File: config.mk
export PLATFORM = sky130hd
export DESIGN_NAME = ram_port_arbiter_flat
export DESIGN_NICKNAME = d
export VERILOG_FILES = /design/src/rtl/ram_port_arbiter_if.sv /design/src/rtl/ram_port_arbiter.sv /design/src/flat_wrapper.sv
export SDC_FILE = /design/constraint.sdc
export NUM_CORES = 1
export LEC_CHECK = 0
export ABC_AREA = 1
export CAP_MARGIN = 20
export CORE_MARGIN = 1.5
export CORE_UTILIZATION = 40
export CTS_BUF_LIST = sky130_fd_sc_hd__clkbuf_4
export CTS_CLUSTER_DIAMETER = 120
export CTS_CLUSTER_SIZE = 10
export DETAILED_ROUTE_END_ITERATION = 10
export PLACE_DENSITY = 0.84
export SLEW_MARGIN = 40
export SYNTH_ARGS = -nofsm -noshare
export SYNTH_HDL_FRONTEND = slang
export SYNTH_SLANG_ARGS = --single-unit
File: constraint.sdc
create_clock -name clk -period 1.34 [get_ports clk]
set_input_delay 0.402 -clock clk [delete_from_list [all_inputs] [get_ports clk]]
set_output_delay 0.402 -clock clk [all_outputs]
set_load 0.01 [all_outputs]
File: src/rtl/ram_port_arbiter_if.sv
// Client-side req/gnt command bus shared by both requesters of ram_port_arbiter.
// Requester i uses bit i of each 2-bit vector and slice i of the packed address/data buses.
`timescale 1ns/1ps
interface ram_port_arbiter_if #(
  parameter int ADDR_W = 7,
  parameter int DATA_W = 8
);
  logic [1:0]          req;
  logic [1:0]          we_i;
  logic [2*ADDR_W-1:0] addr_i;
  logic [2*DATA_W-1:0] wdata_i;
  logic [1:0]          gnt;
  logic [1:0]          rvalid;
  logic [DATA_W-1:0]   rdata;

  modport master (
    output req, we_i, addr_i, wdata_i,
    input  gnt, rvalid, rdata
  );

  modport slave (
    input  req, we_i, addr_i, wdata_i,
    output gnt, rvalid, rdata
  );
endinterface

File: src/rtl/ram_port_arbiter.sv
// Two-requester arbiter/sequencer in front of single_port_ram (registered q output).
// Define RAM_ARB_RR_EN for round-robin arbitration; default build is fixed priority (requester 0).
`timescale 1ns/1ps
module ram_port_arbiter #(
  parameter int ADDR_W = 7,
  parameter int DATA_W = 8
) (
  input  logic                clk,
  input  logic                rst_n,
  ram_port_arbiter_if.slave   bus,
  output logic                busy,
  output logic                ram_we,
  output logic [ADDR_W-1:0]   ram_write_addr,
  output logic [ADDR_W-1:0]   ram_read_addr,
  output logic [DATA_W-1:0]   ram_data,
  input  logic [DATA_W-1:0]   ram_q
);

  typedef enum logic [1:0] {
    ST_IDLE  = 2'd0,
    ST_ISSUE = 2'd1,
    ST_WAIT  = 2'd2
  } state_e;

  state_e              state_q;
  logic [1:0]          gnt_q;
  logic [1:0]          rvalid_q;
  logic [DATA_W-1:0]   rdata_q;
  logic                ram_we_q;
  logic [ADDR_W-1:0]   addr_q;
  logic [DATA_W-1:0]   data_q;
  logic                owner_q;
`ifdef RAM_ARB_RR_EN
  logic                ptr_q;
`endif

  logic                winner_d;
  logic                sel_we_d;
  logic [ADDR_W-1:0]   sel_addr_d;
  logic [DATA_W-1:0]   sel_data_d;

  always_comb begin
    // NOTE: every always_comb output gets a default first so no path can infer a latch.
    winner_d = 1'b0;
`ifdef RAM_ARB_RR_EN
    // On a conflict the requester that was not granted last wins.
    if (bus.req == 2'b11) winner_d = ~ptr_q;
    else                  winner_d = ~bus.req[0];
`else
    winner_d = ~bus.req[0];
`endif
    sel_we_d   = winner_d ? bus.we_i[1]                : bus.we_i[0];
    sel_addr_d = winner_d ? bus.addr_i[ADDR_W +: ADDR_W] : bus.addr_i[0 +: ADDR_W];
    sel_data_d = winner_d ? bus.wdata_i[DATA_W +: DATA_W] : bus.wdata_i[0 +: DATA_W];
  end

  // Single-process FSM; gnt, ram_we and the RAM command are all registered on the grant edge
  // so they appear together in the ISSUE cycle.
  always_ff @(posedge clk or negedge rst_n) begin
    if (!rst_n) begin
      state_q  <= ST_IDLE;
      gnt_q    <= '0;
      rvalid_q <= '0;
      rdata_q  <= '0;
      ram_we_q <= 1'b0;
      addr_q   <= '0;
      data_q   <= '0;
      owner_q  <= 1'b0;
`ifdef RAM_ARB_RR_EN
      ptr_q    <= 1'b1;
`endif
    end else begin
      // NOTE: sequential state uses non-blocking assignments so every register samples pre-edge values.
      gnt_q    <= '0;
      rvalid_q <= '0;
      ram_we_q <= 1'b0;
      unique case (state_q)
        ST_IDLE: begin
          if (|bus.req) begin
            gnt_q    <= winner_d ? 2'b10 : 2'b01;
            owner_q  <= winner_d;
            ram_we_q <= sel_we_d;
            addr_q   <= sel_addr_d;
            data_q   <= sel_data_d;
`ifdef RAM_ARB_RR_EN
            ptr_q    <= winner_d;
`endif
            state_q  <= ST_ISSUE;
          end
        end
        ST_ISSUE: begin
          // ram_we_q still holds the command type during ISSUE.
          state_q <= ram_we_q ? ST_IDLE : ST_WAIT;
        end
        ST_WAIT: begin
          rdata_q  <= ram_q;
          rvalid_q <= owner_q ? 2'b10 : 2'b01;
          state_q  <= ST_IDLE;
        end
        default: state_q <= ST_IDLE;
      endcase
    end
  end

  assign bus.gnt        = gnt_q;
  assign bus.rvalid     = rvalid_q;
  assign bus.rdata      = rdata_q;
  assign busy           = (state_q != ST_IDLE);
  assign ram_we         = ram_we_q;
  assign ram_write_addr = addr_q;
  assign ram_read_addr  = addr_q;
  assign ram_data       = data_q;

endmodule

File: src/flat_wrapper.sv
// flat-port wrapper written by rule: the top's interface ports become plain ports
module ram_port_arbiter_flat 
#(
  parameter int ADDR_W = 7,
  parameter int DATA_W = 8
)
  (clk, rst_n, busy, ram_we, ram_write_addr, ram_read_addr, ram_data, ram_q, bus_req, bus_we_i, bus_addr_i, bus_wdata_i, bus_gnt, bus_rvalid, bus_rdata);
  ram_port_arbiter_if #(.ADDR_W(ADDR_W), .DATA_W(DATA_W)) bus_i ();
  input  logic clk;
  input  logic rst_n;
  output logic busy;
  output logic ram_we;
  output logic [ADDR_W-1:0] ram_write_addr;
  output logic [ADDR_W-1:0] ram_read_addr;
  output logic [DATA_W-1:0] ram_data;
  input  logic [DATA_W-1:0] ram_q;
  input wire logic [$bits(bus_i.req)-1:0] bus_req;
  input wire logic [$bits(bus_i.we_i)-1:0] bus_we_i;
  input wire logic [$bits(bus_i.addr_i)-1:0] bus_addr_i;
  input wire logic [$bits(bus_i.wdata_i)-1:0] bus_wdata_i;
  output wire logic [$bits(bus_i.gnt)-1:0] bus_gnt;
  output wire logic [$bits(bus_i.rvalid)-1:0] bus_rvalid;
  output wire logic [$bits(bus_i.rdata)-1:0] bus_rdata;
  assign bus_i.req = bus_req;
  assign bus_i.we_i = bus_we_i;
  assign bus_i.addr_i = bus_addr_i;
  assign bus_i.wdata_i = bus_wdata_i;
  assign bus_gnt = bus_i.gnt;
  assign bus_rvalid = bus_i.rvalid;
  assign bus_rdata = bus_i.rdata;
  ram_port_arbiter #(.ADDR_W(ADDR_W), .DATA_W(DATA_W)) u_core (.clk(clk), .rst_n(rst_n), .bus(bus_i), .busy(busy), .ram_we(ram_we), .ram_write_addr(ram_write_addr), .ram_read_addr(ram_read_addr), .ram_data(ram_data), .ram_q(ram_q));
endmodule
### Word level (Yosys, flattened, before mapping)

Cells that the tools add are included.

| operators by class | value |
|---|---|
| bitwise operators | 1 |
| eq/ne operators | 3 |
| reduce and logical (&&, ||, !) cells | 4 |
| muxes and demuxes | 13 |

Operators with widths:

| cell | number |
|---|---|
| two-way mux 2 bit | 7 |
| two-way mux 8 bit | 1 |
| two-way mux 7 bit | 1 |
| case mux 2 bit (2 select lines) | 1 |
| two-way mux 1 bit | 3 |
| equality test 2 x 1 -> 1 bit (second input constant) | 1 |
| equality test 2 bit (second input constant) | 1 |
| zero test 2 bit | 1 |
| != test 2 x 1 -> 1 bit (second input constant) | 1 |
| AND reduction 2 bit | 1 |
| nonzero test 2 bit | 1 |
| OR reduction 2 bit | 1 |
| inverter 1 bit | 1 |

| word-level totals | value |
|---|---|
| logic and storage cells | 29 |
| output and inout port bits | 36 |
| flip-flop bits (word level) | 31 |

### Longest topological paths before layout

Gate-level depths: netlist of run 1.

| logic depth | value |
|---|---|
| depth after elaboration | 3 |
| gate-level depth with buffers | 7 |
| depth with buffers taken out | 5 |

### Least setup slack after synthesis of run 1

OpenSTA, ideal clock, no wires.

| timing path | value |
|---|---|
| path type | input to register |
| start | input bus_req[0] |
| end | register u_core.data_q[0] (netlist: u_core.ram_data[0]) |
| data required time | 1.224 ns |
| cell stages on the path | 6 |
| buffers on the path | 2 |
| setup time | 0.116 ns |
| data arrival time | 0.951 ns |
| path slack | 0.273 ns |
| cell sequence | buf_6 nor2_4 nor2_8 buf_6 nand2_1 nand2_1 |

| between the ends | value |
|---|---|
| word-level cells in the longest chain between the ends | 2 |
| elaborated cells on any way between the ends | 3 |

RTL lines:

| element | line | text |
|---|---|---|
| start: declaration | flat_wrapper.sv:17 | `input wire logic [$bits(bus_i.req)-1:0] bus_req;` |
| OR reduction 2 bit | ram_port_arbiter.sv:79 | `if (\|bus.req) begin` |
| AND reduction 2 bit (no line) | -- |  |
| end signal: assignment | ram_port_arbiter.sv:84 | `data_q <= sel_data_d;` |
| end: declaration | ram_port_arbiter.sv:31 | `logic [DATA_W-1:0] data_q;` |

Parallel ways exist; a longest one is shown, timed or not.
A chain may end at the register's enable or synchronous reset.

### Worst setup path after layout of run 1

| timing path | value |
|---|---|
| start | register u_core.state_q[0] |
| end | output busy |

| between the ends | value |
|---|---|
| word-level cells in the longest chain between the ends | 1 |

RTL lines:

| element | line | text |
|---|---|---|
| start: declaration | ram_port_arbiter.sv:25 | `state_e state_q;` |
| start signal: assignment | ram_port_arbiter.sv:93 | `state_q <= ram_we_q ? ST_IDLE : ST_WAIT;` |
| nonzero test 2 bit | ram_port_arbiter.sv:108 | `assign busy = (state_q != ST_IDLE);` |
| end: declaration | flat_wrapper.sv:11 | `output logic busy;` |

No other way between the ends.

==> results of run 1 <==
==> worst reg2reg max path: stages (launching register included) <==
cell and delay (ps):
dfrtp_1 400, inv_2 70, nand2_2 60, buf_4 120
buf_4 140, nor2_8 200, nand2_1 90, nand2_1 70
==> where the power goes <==
| group | switching, mW | leakage (nW) | internal, mW |
|---|---|---|---|
| logic | 1.14 | 0.847 | 1.01 |
| clock network | 0.331 | 0.0426 | 0.383 |
| registers | 0.216 | 0.391 | 1.34 |
| total | 1.68 | 1.28 | 2.74 |
==> area by class of cell <==
| cell class | instances | area (µm²) | area share (%) |
|---|---|---|---|
| multi-input combinational | 131 | 549 | 24.2 |
| tap | 46 | 57.6 | 2.53 |
| inverter | 6 | 27.5 | 1.21 |
| sequential | 31 | 776 | 34.1 |
| clock inverter | 3 | 38.8 | 1.71 |
| clock buffer | 5 | 37.5 | 1.65 |
| timing repair buffer | 100 | 787 | 34.6 |
==> metrics by stage <==
step                      setup TNS, ps  worst slack (ps)
after floorplan                       0               273
after global placement            -3320              -189
after detailed placement          -4200              -243
after CTS                         -47.2             -47.2
after global routing               -102              -102
final                             -41.5             -41.5
==> what timing repair did <==
action | in CTS | in global routing
gates cloned | 0 | 0
buffers inserted | 9 | 2
gates resized for setup | 141 | 3
endpoints found under the setup margin | 36 | 4
pin swaps | 1 | 1
==> per-layer routing <==
| layer | share of wire, % | track usage, % |
|---|---|---|
| met2 | 48 | 32.5 |
| met3 | 7.0 | 6.79 |
| met1 | 43 | 25.5 |
| met5 | 0 | 0 |
| met4 | 1.3 | 6.52 |
==> sequential cells by signal (all words and copies together), names as in the netlist <==
name and count:
u_core.bus.rdata 8, u_core.ram_data 8, u_core.ram_read_addr 7, u_core.bus.gnt 2, u_core.bus.rvalid 2, u_core.state_q 2, u_core.owner_q 1, u_core.ram_we 1
==> cells by family after synthesis <==
kind of cell / Yosys count / share of synthesized area [%]
buffers and inverters: 20 / 9.49
flip-flops: 31 / 53.0
AND/OR/NAND/NOR: 131 / 37.5
==> path summary, 6_finish.rpt <==
check                                  start                   to  cells after the start
max                        u_core.state_q[0]                 busy                      3
min in group clk               u_core.ram_we    u_core.state_q[1]                      1
min                                    rst_n   u_core.ram_data[2]                      2
min reg2reg                    u_core.ram_we    u_core.state_q[1]                      1
max in group asynchronous              rst_n  u_core.bus.rdata[4]                      2
max reg2reg                u_core.state_q[0]   u_core.ram_data[3]                      7
==> cell usage after synthesis, types with 2 or more instances <==
| library cell | n | area (µm²) |
|---|---|---|
| nand2_1 | 109 | 409 |
| dfrtp_1 | 31 | 776 |
| nand3_1 | 10 | 50.1 |
| buf_4 | 9 | 67.6 |
| inv_1 | 5 | 18.8 |
| buf_6 | 3 | 33.8 |
| nand2_2 | 3 | 18.8 |
| nor2_1 | 3 | 11.3 |
| buf_2 | 2 | 10.0 |
==> impl_metrics.ini, run 1 <==
[layout]
layout.cells.non_filler = 322
layout_common_cells = nand2_1, clkdlybuf4s50_1, buf_2, dfrtp_1, buf_4
area_growth_pct = 55.3
layout-drive-gt1-share_pct = 26.4
antenna_cells = 0
final_area_um2 = 2270
mostFrequentLayoutCell = nand2_1
post-route-util_pct = 66.6
nFillCells = 305
nets = 319

[route]
wl_per_cell_um = 11.8
drt-initial-drc-count = 78
firstDrtPassIters = 4
remaining_drc_errors = 0
via_per_inst = 4.44
ant_nets = 0
num_vias = 1430
wirelength_um = 3800

[pwr]
ir_drop_v = 0.00102
powerDensity_nw_per_um2 = 1940
p_leak_nw = 1.28
power_mw = 4.42

[setup_path]
cp-end-kind = output port
worstSetupPathType = reg -> out
slowest_delay_ps = 400
worstPathMaxFanout = 2
critPathRequiredTime_ps = 940
worstPathArrival_ps = 980
crit_chain = inv_2 > nand2_2 > buf_6
cp_top_family = flip-flops
ff2ff_setup_slack_ps = 140
setup.worst_path.start_class = register
slowest_stage = dfrtp_1
crit_buf_inv = 2

[synthesis]
syn_area_um2 = 1460
synthesis.instances = 182
syn_nets = 226
avgSynthCellArea_um2 = 8.04
yosysUniqueCellTypes = 16
yosysWarningCount = 0
synth_edf_count = 0
synth_ff_type = dfrtp_1
synthArstFlopShare_pct = 100
yosysSeqAreaShare_pct = 53.0
synth_seq_cells = 31

[placement]
gp_congestion = 0.698
dp_hpwl_um = 2720
post_dp_cell_area_um2 = 2290
io_buffers = 79
dp_cells = 303

[floorplanning]
core_um2 = 3420
start_util_pct = 42.9
dieWidth_um = 63.5
dieArea_um2 = 4030
ioPinCount = 80
die_h_um = 63.5
num_rows = 21

[cts]
postCtsHoldBufs = 0
cts_tree = built
cts.reportedPaths.clkPinSlew_ps = 100
numCtsBuffers = 5
clock_latency_ps = 330
h-tree-depth = 2
cts_buffer_depth = 2
clock_sinks = 31
root_buffer = clkbuf_4

[timing]
holdWs_ps = 419
setup_violations = 1
fmax_mhz = 724
slew-limit-headroom_pct = 84.9
worst_slew_pin_slew_ps = 226
rsz0062_at_grt = yes
layout_setup_ws_ps = -41.5
clock_skew_ps = 2.62
hold_violations = 0
finalCriticalPeriod_ps = 1380
drv_slew = 0
fin_crit_sh_pct = 103

[run]
drv_cap = 0

[grt]
grtUsageTotal_pct = 20.2
grt_max_degree = 32
grt_overflow_total = 0
grt_pass1_wl_um = 6400
grt_pass1_vias = 1398
antenna_found_initial = 0

[worst_hold_path]
worstHoldPathType = in -> async

[status]
violations = setup timing
status = complete, but fails checks
(Power assumes the default switching activity.)
==> inputs of run 2 (changes only) <==
--- a/config.mk
+++ b/config.mk
@@ -8,12 +8,12 @@
 export ABC_AREA = 1
 export CAP_MARGIN = 20
 export CORE_MARGIN = 1.5
-export CORE_UTILIZATION = 40
+export CORE_UTILIZATION = 43
 export CTS_BUF_LIST = sky130_fd_sc_hd__clkbuf_4
 export CTS_CLUSTER_DIAMETER = 120
 export CTS_CLUSTER_SIZE = 10
 export DETAILED_ROUTE_END_ITERATION = 10
-export PLACE_DENSITY = 0.84
+export PLACE_DENSITY = 0.9
 export SLEW_MARGIN = 40
 export SYNTH_ARGS = -nofsm -noshare
 export SYNTH_HDL_FRONTEND = slang
==> constraint.sdc (replaced) <==
create_clock -name clk -period 1.7 [get_ports clk]
set_input_delay 0.51 -clock clk [delete_from_list [all_inputs] [get_ports clk]]
set_output_delay 0.51 -clock clk [all_outputs]
set_load 0.01 [all_outputs]
==> run 2 against run 1 <==
Combinational power decreased by 28%; global-route usage shrank 0.096 points; clock power down 42%; non-clock buffer count shrank 14; wire length fell by 7.5%; register-to-register slack better by 350 ps; the flow now finishes without violations; setup slack better by 130 ps; sequential share of layout area down 0.075 points; utilization rose by 2.3 points.
==> impl_metrics.ini, run 2 (synthesized netlist as in run 1, its figures left out) <==
[setup_path]
worstPathMaxFanout = 2
critPathRequiredTime_ps = 1190
worstSetupPathType = reg -> out
cp-end-kind = output port
setup.worst_path.start_class = register
worstPathArrival_ps = 1100
rr_endpoint = u_core.ram_data[5]
reg2regPathDepth = 5
reg2reg_from = u_core.state_q[1]
ff2ff_setup_slack_ps = 490

[timing]
tns_ps = 0
setup_violations = 0
holdWs_ps = 462
fin_crit_sh_pct = 94.8
layout_setup_ws_ps = 88.0
hold_violations = 0
fmax_mhz = 620
slew-limit-headroom_pct = 78.8
worst_slew_pin_slew_ps = 317
finalCriticalPeriod_ps = 1610
clock_skew_ps = 6.58
drv_slew = 0
rsz0062_at_grt = no

[layout]
nFillCells = 308
area_growth_pct = 55.6
antenna_cells = 0
multi_input_area_um2 = 549
layout-drive-gt1-share_pct = 8.02
layout_common_cells = nand2_1, clkdlybuf4s50_1, dlygate4sd2_1, dfrtp_1, nand3_1
ff_latch_area_um2 = 776
mostFrequentLayoutCell = nand2_1
nets = 305
post-route-util_pct = 68.8
layout.cells.non_filler = 308

[cts]
h-tree-depth = 2
cts_buffer_depth = 2
root_buffer = clkbuf_4
clock_sinks = 31
postCtsHoldBufs = 0
cts_tree = built
cts.reportedPaths.clkPinSlew_ps = 90
numCtsBuffers = 5
clock_latency_ps = 340

[floorplanning]
start_util_pct = 44.2
dieArea_um2 = 3760
dieWidth_um = 61.3
ioPinCount = 80
core_um2 = 3310
num_rows = 21
die_h_um = 61.3

[grt]
grt_overflow_total = 0
grt_max_degree = 32
grt_pass1_wl_um = 5420
grtUsageTotal_pct = 20.1
antenna_found_initial = 0
grt_pass1_vias = 1180

[pwr]
p_leak_nw = 1.28
power_switching_mw = 1.26
combinationalPowerShare_pct = 48.4
intPower_mw = 1.95
p_seq_share_pct = 38.6
clkPwrFrac_pct = 13.0
powerDensity_nw_per_um2 = 1410
ir_drop_v = 0.000769
switching_share_pct = 39.2

[status]
status = finished clean

[route]
wirelength_um = 3510
via_per_inst = 4.52
num_vias = 1391
ant_nets = 0
firstDrtPassIters = 4
drt-initial-drc-count = 92
remaining_drc_errors = 0
wl_per_cell_um = 11.4

[placement]
dp_cells = 299
io_buffers = 79
gp_congestion = 0.678
place_worst_setup_slack_ps = -122
dp_hpwl_um = 2620

[worst_hold_path]
min-delay-start = u_core.owner_q
worstHoldPathType = reg -> reg
min_to = u_core.bus.rvalid[0]
whs_path_depth = 1

[run]
drv_cap = 0
run 2: cell types whose count changed in the layout (fill, tap and decap cells not counted), sizes merged:
cell,previous run,this run
dlymetal6s2s,0,1
bufinv,1,0
buf,55,7
dlygate4sd2,0,34
clkbuf,7,6
clkdlybuf4s15,0,1
run 2: worst max-delay path: stages, from the launching register on:
cell and delay [ps]:
dfrtp_1 380, inv_1 90, nand2_2 60, clkdlybuf4s15_1 240
run 2: cell type report:
type / count / share of cell area (%)
Inverter: 6 / 1.21
Multi-Input combinational cell: 131 / 24.1
Tap cell: 46 / 2.53
Timing Repair Buffer: 86 / 35.8
Clock buffer: 6 / 1.98
Clock inverter: 2 / 0.329
Sequential cell: 31 / 34.0
run 2: how the worst max path moves through the flow:
| stage | endpoint | startpoint | depth (start not counted) | slack (ps) |
|---|---|---|---|---|
| 2_1_floorplan | u_core.ram_data[0] | bus_req[0] | 6 | 520 |
| 3_3_place_gp | u_core.ram_read_addr[4] | bus_req[0] | 6 | -40 |
| 3_5_place_dp | u_core.ram_data[5] | bus_req[0] | 6 | -120 |
| 4_1_cts | bus_gnt[1] | u_core.bus.gnt[1] | 1 | 3 |
| 5_1_grt | busy | u_core.state_q[0] | 3 | 30 |
| 6_report | busy | u_core.state_q[0] | 3 | 90 |
run 2: timing repair:
action | CTS | global route
endpoints found under the setup margin | 35 | 2
buffers inserted | 0 | 1
gates resized for setup | 35 | 2
run 2: power by group through the flow:
stage,Clock (mW),Combinational [mW],Sequential (mW)
2_1_floorplan,0,0.776,1.39
3_3_place_gp,0,1.76,1.26
3_5_place_dp,0,1.82,1.27
4_1_cts,0.423,1.56,1.24
5_1_grt,0.451,1.73,1.28
6_report,0.417,1.55,1.24
run 2: per-layer routing:
metal	global-route usage, %	wire length [µm]	vias to the layer above
li1	-	-	702
met1	24.3	1430	634
met2	32.5	1750	48
met3	6.09	272	7
met4	10.0	65	0
met5	0	0	-
run 2: metrics by stage:
| stage | power, mW | cell area (µm²) |
|---|---|---|
| 2_1_floorplan | 2.16 | 1460 |
| 3_3_place_gp | 3.03 | 2260 |
| 3_5_place_dp | 3.09 | 2260 |
| 4_1_cts | 3.22 | 2270 |
| 5_1_grt | 3.46 | 2280 |
| 6_report | 3.20 | 2280 |
